<file path="config.mk">
export PLATFORM = sky130hd
export DESIGN_NAME = bram_to_dma
export DESIGN_NICKNAME = d
export VERILOG_FILES = /design/src/rtl/bram_to_dma.sv
export SDC_FILE = /design/constraint.sdc
export NUM_CORES = 1
export LEC_CHECK = 0
export BUFFER_PORTS_ARGS = -buffer_cell sky130_fd_sc_hd__buf_2
export CORE_ASPECT_RATIO = 0.9
export CORE_MARGIN = 3
export CORE_UTILIZATION = 35
export DETAILED_ROUTE_END_ITERATION = 7
export GPL_ROUTABILITY_DRIVEN = 0
export PLACE_DENSITY = 0.61
export SLEW_MARGIN = 20
export SYNTH_ARGS = -nofsm -noshare
export SYNTH_HDL_FRONTEND = slang
export SYNTH_SLANG_ARGS = --single-unit
</file>
<file path="constraint.sdc">
create_clock -name clk -period 6.9 [get_ports clk]
set_input_delay 1.035 -clock clk [delete_from_list [all_inputs] [get_ports clk]]
set_output_delay 1.035 -clock clk [all_outputs]
set_load 0.02 [all_outputs]
</file>
<file path="src/rtl/bram_to_dma.sv">
// Streams a block of 32-bit words from a BRAM read port onto an AXI-Stream master.
// Define BRAM_TO_DMA_BRAM_OREG_EN when the BRAM output register is enabled (2-cycle read latency).
module bram_to_dma #(
    parameter int DEPTH_WORDS = 512,
    parameter int LEN_W       = 10
) (
    input  logic             clk,
    input  logic             rst,
    input  logic             start,
    input  logic [LEN_W-1:0] len,
    output logic             busy,
    output logic             done,
    output logic             clka,
    output logic             rsta,
    output logic             ena,
    output logic [31:0]      addra,
    output logic [31:0]      dina,
    output logic [3:0]       wea,
    input  logic [31:0]      douta,
    output logic [31:0]      m_axis_tdata,
    output logic             m_axis_tvalid,
    input  logic             m_axis_tready,
    output logic             m_axis_tlast
);

`ifdef BRAM_TO_DMA_BRAM_OREG_EN
    localparam int RD_LAT = 2;
`else
    localparam int RD_LAT = 1;
`endif
    // One buffer slot per cycle of read latency plus one keeps reads flowing at full rate.
    localparam int BUF_N = RD_LAT + 1;
    localparam int CNT_W = $clog2(DEPTH_WORDS + 1);
    localparam int OCC_W = $clog2(BUF_N + 1);

    typedef enum logic [1:0] {IDLE, READ, DRAIN} state_t;

    state_t           state_reg;
    logic             ena_reg;
    logic             ena_last_reg;
    logic [31:0]      addra_reg;
    logic [31:0]      next_addr_reg;
    logic [CNT_W-1:0] rd_left_reg;
    logic             busy_reg;
    logic             done_reg;
    logic             tvalid_reg;

    logic             pend_valid_reg [RD_LAT];
    logic             pend_last_reg  [RD_LAT];
    logic [31:0]      q_reg  [BUF_N];
    logic             ql_reg [BUF_N];
    logic [OCC_W-1:0] occ_reg;

    logic             pend_valid_next [RD_LAT];
    logic             pend_last_next  [RD_LAT];
    logic [31:0]      q_next  [BUF_N];
    logic             ql_next [BUF_N];
    logic [OCC_W-1:0] occ_mid;
    logic [OCC_W-1:0] occ_next;
    int               inflight_next;
    logic             tvalid_next;
    logic             can_issue;

    logic             landing;
    logic             landing_last;
    logic             head_last;
    logic             fire;
    logic             pop;
    logic             push;
    logic [CNT_W-1:0] eff_len;

    assign clka = clk;
    assign rsta = rst;
    assign dina = 32'h0;
    assign wea  = 4'h0;

    assign ena           = ena_reg;
    assign addra         = addra_reg;
    assign busy          = busy_reg;
    assign done          = done_reg;
    assign m_axis_tvalid = tvalid_reg;

    // The word arriving on douta this cycle is presented directly when nothing older is queued.
    assign landing      = pend_valid_reg[RD_LAT-1];
    assign landing_last = pend_last_reg[RD_LAT-1];
    assign head_last    = (occ_reg != '0) ? ql_reg[0] : (landing & landing_last);
    assign m_axis_tdata = (occ_reg != '0) ? q_reg[0] : (landing ? douta : 32'h0);
    assign m_axis_tlast = head_last;

    assign fire = tvalid_reg & m_axis_tready;
    assign pop  = fire & (occ_reg != '0);
    assign push = landing & ~(fire & (occ_reg == '0));

    always_comb begin
        if (32'(len) > 32'(DEPTH_WORDS)) begin
            eff_len = CNT_W'(DEPTH_WORDS);
        end else begin
            eff_len = CNT_W'(len);
        end
    end

    always_comb begin
        for (int i = 0; i < BUF_N; i++) begin
            q_next[i]  = q_reg[i];
            ql_next[i] = ql_reg[i];
        end
        occ_mid = occ_reg;
        if (pop) begin
            for (int i = 0; i < BUF_N - 1; i++) begin
                q_next[i]  = q_reg[i+1];
                ql_next[i] = ql_reg[i+1];
            end
            occ_mid = occ_reg - 1'b1;
        end
        occ_next = occ_mid;
        if (push) begin
            for (int i = 0; i < BUF_N; i++) begin
                if (OCC_W'(i) == occ_mid) begin
                    q_next[i]  = douta;
                    ql_next[i] = landing_last;
                end
            end
            occ_next = occ_mid + 1'b1;
        end

        pend_valid_next[0] = ena_reg;
        pend_last_next[0]  = ena_last_reg;
        for (int i = 1; i < RD_LAT; i++) begin
            pend_valid_next[i] = pend_valid_reg[i-1];
            pend_last_next[i]  = pend_last_reg[i-1];
        end
        inflight_next = 0;
        for (int i = 0; i < RD_LAT; i++) begin
            inflight_next = inflight_next + int'(pend_valid_next[i]);
        end

        // Issue a read only when every word already requested still has a slot to land in.
        can_issue   = (int'(occ_next) + inflight_next) < BUF_N;
        tvalid_next = (occ_next != '0) | pend_valid_next[RD_LAT-1];
    end

    always_ff @(posedge clk or posedge rst) begin
        if (rst) begin
            occ_reg <= '0;
            for (int i = 0; i < BUF_N; i++) begin
                q_reg[i]  <= 32'h0;
                ql_reg[i] <= 1'b0;
            end
            for (int i = 0; i < RD_LAT; i++) begin
                pend_valid_reg[i] <= 1'b0;
                pend_last_reg[i]  <= 1'b0;
            end
        end else begin
            occ_reg <= occ_next;
            for (int i = 0; i < BUF_N; i++) begin
                q_reg[i]  <= q_next[i];
                ql_reg[i] <= ql_next[i];
            end
            for (int i = 0; i < RD_LAT; i++) begin
                pend_valid_reg[i] <= pend_valid_next[i];
                pend_last_reg[i]  <= pend_last_next[i];
            end
        end
    end

    always_ff @(posedge clk or posedge rst) begin
        if (rst) begin
            state_reg     <= IDLE;
            ena_reg       <= 1'b0;
            ena_last_reg  <= 1'b0;
            addra_reg     <= 32'h0;
            next_addr_reg <= 32'h0;
            rd_left_reg   <= '0;
            busy_reg      <= 1'b0;
            done_reg      <= 1'b0;
            tvalid_reg    <= 1'b0;
        end else begin
            done_reg     <= 1'b0;
            ena_reg      <= 1'b0;
            ena_last_reg <= 1'b0;
            tvalid_reg   <= tvalid_next;
            case (state_reg)
                IDLE: begin
                    if (start) begin
                        if (eff_len == '0) begin
                            done_reg <= 1'b1;
                        end else begin
                            state_reg     <= READ;
                            busy_reg      <= 1'b1;
                            ena_reg       <= 1'b1;
                            ena_last_reg  <= (eff_len == CNT_W'(1));
                            addra_reg     <= 32'h0;
                            next_addr_reg <= 32'h4;
                            rd_left_reg   <= eff_len - 1'b1;
                        end
                    end
                end
                READ: begin
                    if (rd_left_reg == '0) begin
                        state_reg <= DRAIN;
                    end else if (can_issue) begin
                        ena_reg       <= 1'b1;
                        ena_last_reg  <= (rd_left_reg == CNT_W'(1));
                        addra_reg     <= next_addr_reg;
                        next_addr_reg <= next_addr_reg + 32'h4;
                        rd_left_reg   <= rd_left_reg - 1'b1;
                        if (rd_left_reg == CNT_W'(1)) begin
                            state_reg <= DRAIN;
                        end
                    end
                end
                DRAIN: begin
                    if (fire && head_last) begin
                        state_reg <= IDLE;
                        busy_reg  <= 1'b0;
                        done_reg  <= 1'b1;
                        addra_reg <= 32'h0;
                    end
                end
                default: state_reg <= IDLE;
            endcase
        end
    end

endmodule

</file>
==> summary.txt, run 1 <==
GRT
  • First-pass GRT wire length: between 20 and 30 mm
  • Vias in the first global route: 5,511
  • Largest net degree at the start of global routing: 77
  • Tot GR Track Use: 15.1%
  • Total gr overflow: 0
  • Antenna violations before repair: 0

Cells and area
  • Flip-flop count of the largest register after layout: 64
  • Design Area, Final: 8880 sq um
  • # nets final: about 900
  • Layout fillers: a little over 2k
  • Most common cell after layout, fill and taps aside: dfrtp_1
  • Layout area overhead: 18.1%
  • Most frequent cells in the layout: dfrtp_1, buf_2, a21oi_1, o21ai_0
  • Share of cells above drive strength 1: about 23%
  • Antenna diodes: 0

CTS
  • CTS tree: done
  • Number of buffers inserted by hold repair at cts: 0
  • Post-CTS Setup Bufs: 0
  • CTS clk-pin slew, worst paths: 60 ps
  • Worst skew pair latency: ~530 ps
  • Post-CTS sizing: 0

Floorplan
  • IO Pins: 153
  • Die area: 23,300 sq um
  • DIE HEIGHT: around 150 microns
  • Area of the core: 21,000 sq um
  • Chip width: 161 microns
  • Row count: 50
  • Initial core utilization: 35.9%

Setup path
  • Worst endpoint required time: 5860 ps
  • Crit path capture type: output port
  • CP arrival: 3840 ps
  • Critical-path top delay cell: buf_2
  • Crit Path Class: clock port to output port
  • Delay-heaviest family, CP: buffers and inverters
  • Buf+Inv Stages, Crit Path: 3
  • Worst stage delay on the critical path: 150 ps
  • Worst-path cell chain: clkbuf_16 > clkbuf_16 > buf_2
  • Crit start category: clock port
  • Highest net fanout along the worst path: 2
  • Worst path most repeated cell: clkbuf_16

Synthesis
  • Top FF cell, synth: dfrtp_1
  • Sequential area share after synthesis: ~49%
  • Post-synth EDFFs: 0
  • Mean post-synth cell area: 9.79 sq um
  • Async SR Flop Fraction: 100%
  • Post-synthesis cell type count: slightly below 60
  • Yosys reg bits: 147
  • Synth Area in Adders: 1.50%
  • Yosys top cell area share: 48.9%
  • Synth Area in Simple Gates: 13.6%
  • Multiplexer area fraction after synthesis: 9.47%
  • Synth Area in Compound Gates: 16.5%
  • Synth area leaders: dfrtp_1, mux2_2, mux2i_1
  • Cell taking the most area after synthesis: dfrtp_1
  • Synthesized cell area: 7520 sq um
  • Yosys warning total: 0
  • Post-Synthesis Cells: 768
  • Largest family of logic cells by synthesized area: compound AO/OA/AOI/OAI gates
  • Synth Area in XOR/XNOR: ~1.3%

STA
  • Fin. Hold Viols: 0
  • Final Max Slew Viols: 0
  • Slew at the pin closest to its max-slew limit: around 980 ps
  • Worst setup margin: 2020 ps
  • Rel. slew slack: approximately a third
  • Final setup vio count: 0
  • Unrepaired setup endpoints after global routing: no
  • Clock Skew: between 6 and 7 ps
  • Setup TNS Final: 0 ps
  • Final hold slack: 353 ps

Worst hold path
  • Hold crit path type: register to register

Routing
  • M1 WL: around 8.4 mm
  • DRC viols: 0
  • Vias per cell: 5.02
  • Max layer used: met4
  • Post-route ant nets: 0
  • DR vias: 5,858
  • Met3 WL: 926 microns
  • Drt first pass iters: 5
  • Iteration-0 DRC Markers: between 300 and 400
  • Wire per inst: 15.1 microns
  • Met2 WL: 8.12 mm
  • DRT Wirelength: 17.6 mm

Pwr
  • Peak supply drop: 0.194 mV
  • Static leakage: ~4.3 nW
  • PD cells: 443 nW/um^2

Place
  • Port-buffer cells: approximately 110
  • Pre-CTS setup slack: 2280 ps
  • Post-place instance area: roughly 8000 sq um
  • DP HPWL: 11.8 mm

Status
  • Status: finished clean

Job
  • # Max-Cap Violations: 0
logic make-up (layout without fill, tap and decap cells):
logic type               after synthesis  count (layout)
AND/OR/NAND/NOR                      206             206
AO/OA/AOI/OAI                        196             196
flip-flops                           147             147
buffers and inverters                131             207
multiplexers                          67              67
XOR/XNOR                              11              11
adder cells (fa/ha/maj)                9               9
other                                  1              38
metal layers:
layer,vias to the layer above,global-route usage (%)
met2,158,23.0
met3,16,4.22
met5,-,0
met1,2815,21.2
li1,2869,-
met4,0,3.90
worst register-to-register path, stage by stage, from the launching register on:
cell      delay, ps
dfrtp_1         410
inv_1           110
ha_2            180
buf_4           470
or2_2           510
buf_4           480
a21oi_1         190
ha_1            310
nand2b_1         90
o31ai_1         100
a32oi_4         310
inv_2           120
o31a_1          510
or4_1           570
a21oi_1         150
cell type report:
cell class	instances	area [sq um]	area share, %
Sequential cell	147	3680	41.4
Multi-Input combinational cell	527	3340	37.6
Timing Repair Buffer	123	641	7.21
Clock buffer	24	537	6.04
Tap cell	286	358	4.03
Inverter	50	193	2.17
Clock inverter	10	134	1.51
power by group:
group          switching (W)  internal [W]
Combinational        0.00100      0.000596
Sequential          0.000164       0.00113
Clock               0.000380      0.000659
Total                0.00155       0.00239
worst paths after layout:
path / start / end / slack, ps / cells past startpoint
min reg2reg: ena_last_reg / landing_last / 350 / 0
max reg2reg: occ_reg[0] / next_addr_reg[23] / 2330 / 14
max in group asynchronous: rst / q_reg[47] / 4850 / 3
min: ena_last_reg / landing_last / 350 / 0
max: clk / clka / 2020 / 3
min in group asynchronous: rst / done / 610 / 2
metrics by stage:
stage | power [W] | utilization (%) | instances
floorplan | 0.00252 | - | 805
global placement | 0.00290 | 39.2 | 1134
detailed placement | 0.00294 | 39.2 | 1134
CTS | 0.00398 | 42.4 | 1167
global route | 0.00421 | 42.4 | 1167
finish | 0.00394 | 42.4 | 1167
cell usage after synthesis (all sizes together) (2+ instances only):
master and instances:
o31ai 5, o31a 2, o211ai 6, and2 2, a21oi 65, nor2b 2, mux2i 34, nand4 9
nor3 7, nand2 28, dfrtp 147, xnor2 7, or4 10, or2 2, clkbuf 29, mux2 33
xor2 4, or3 14, nor4 4, nor2 58, a211o 2, o21ai 60, nand3 57, nand2b 4
and3 4, a31oi 7, a211oi 2, inv 49, buf 52, ha 9, a22o 32
Power figures use the tool's default switching activity.
==> run 2, diff against run 1 <==
- PLACE_DENSITY: 0.61 -> 0.63
- clock period: 6.9 -> 4.37 ns (I/O delays scaled with it)
==> run 2 against run 1 <==
  * Hold slack lost 13 ps
  * Die area is the same
  * Sequential share of layout area shrank 0.44 points
  * First-iteration DRC count grew 27%
==> summary.txt, run 2 (synthesized netlist as in run 1, its figures left out) <==
Status
  • Status: finished clean

Pwr
  • PD cells: 709 nW/um^2
  • Peak supply drop: 0.361 mV
  • Static leakage: 4.31 nW
  • Total power: approximately 0.0064 W

STA
  • Final Max Slew Viols: 0
  • Setup TNS Final: 0 ps
  • Max Fclk: 288 MHz
  • Post-layout minimum cycle time: 3470 ps
  • Fin. Hold Viols: 0
  • Final period util: roughly four fifths
  • Clock Skew: between 10 and 15 ps
  • Final setup vio count: 0
  • Rel. slew slack: 36.7%
  • Unrepaired setup endpoints after global routing: no
  • Worst setup margin: 902 ps
  • Slew at the pin closest to its max-slew limit: 946 ps

Cells and area
  • Seq. cell area: 3680 sq um
  • Flip-flop count of the largest register after layout: 64
  • Share of cells above drive strength 1: 23.6%
  • Non-Filler Instances: approximately 1.2k
  • Most frequent cells in the layout: dfrtp_1, buf_2, a21oi_1, o21ai_0
  • Design Area, Final: 8980 sq um
  • Antenna diodes: 0
  • # nets final: between 900 and 1k
  • Layout area overhead: 19.4%
  • Multi-input gate area: between 3000 and 4000 sq um
  • Most common cell after layout, fill and taps aside: dfrtp_1
  • Layout fillers: 2,049

Place
  • Post-place instance area: just over 8000 sq um
  • Cells after DPL: approximately 1.1k
  • DP HPWL: 11.6 mm
  • Port-buffer cells: 114
  • Pre-CTS setup slack: 741 ps

Setup path
  • Crit start category: register
  • Highest net fanout along the worst path: 18
  • Crit path capture type: register
  • Worst endpoint required time: between 4000 and 5000 ps
  • Crit Path Class: register to register
  • CP arrival: 3920 ps

Routing
  • Wire per inst: 15.1 microns
  • DR vias: 5,857
  • DRC viols: 0
  • Post-route ant nets: 0
  • Iteration-0 DRC Markers: 452
  • DRT Wirelength: 17.7 mm
  • Vias per cell: about 5
  • Drt first pass iters: 7

CTS
  • CTS clk-pin slew, worst paths: around 70 ps
  • Post-CTS Setup Bufs: 0
  • CTS tree: done
  • Post-CTS sizing: 0
  • Worst skew pair latency: 530 ps
  • Number of buffers inserted by hold repair at cts: 0

Floorplan
  • DIE HEIGHT: 145 microns
  • Initial core utilization: 35.9%
  • Die area: 23,300 sq um
  • Chip width: approximately 160 microns
  • IO Pins: about 150
  • Row count: 50
  • Area of the core: approximately 21,000 sq um

Worst hold path
  • Hold crit path type: primary input to asynchronous set/reset pin

GRT
  • Tot GR Track Use: 15.5%
  • Antenna violations before repair: 0
  • Largest net degree at the start of global routing: 148
  • Vias in the first global route: 5,683
  • First-pass GRT wire length: between 20 and 30 mm
  • Total gr overflow: 0

Job
  • # Max-Cap Violations: 0
run 2: worst max-delay path: stages, from the launching register on:
cell and delay (ps):
dfrtp_1 410, inv_1 100, ha_2 190, or2_2 400, nor2_1 120, a21oi_1 70
ha_1 280, nand2b_1 90, o31ai_1 100, a32oi_4 310, inv_2 110, o31a_1 500
or4_1 560, a21oi_1 150
run 2: worst paths after layout:
kind	start	slack, ps	depth (start not counted)	end
setup / recovery	occ_reg[0]	900	13	next_addr_reg[23]
hold / removal	rst	340	3	busy
setup reg to reg	occ_reg[0]	900	13	next_addr_reg[23]
hold reg to reg	ena_last_reg	350	0	landing_last
max in group asynchronous	rst	3390	3	q_reg[1]
min in group clk	ena_last_reg	350	0	landing_last
run 2: cell type report:
class,count,area share [%]
Clock buffer,21,5.63
Timing Repair Buffer,126,7.52
Inverter,50,2.13
Clock inverter,15,2.54
Tap cell,286,3.98
Sequential cell,147,41.0
Multi-Input combinational cell,527,37.2
run 2: through the flow:
step / utilization [%] / hold slack, ps
after global routing: 42.8 / 352
after CTS: 42.8 / 349
final: 42.8 / 340
after floorplan: - / 331
after detailed placement: 39.4 / 335
after global placement: 39.4 / 336
run 2: layer usage:
| metal | global-route usage [%] | vias to the layer above | routed length (microns) |
|---|---|---|---|
| met5 | 0 | - | 0 |
| met4 | 4.60 | 0 | 200 |
| met3 | 3.54 | 18 | 696 |
| met2 | 24.5 | 129 | 8290 |
| met1 | 21.3 | 2826 | 8500 |
| li1 | - | 2884 | - |
run 2: report_power, final:
group,switching (W),internal [W]
sequential,0.000258,0.00179
combinational,0.00160,0.000943
clock,0.000638,0.00114
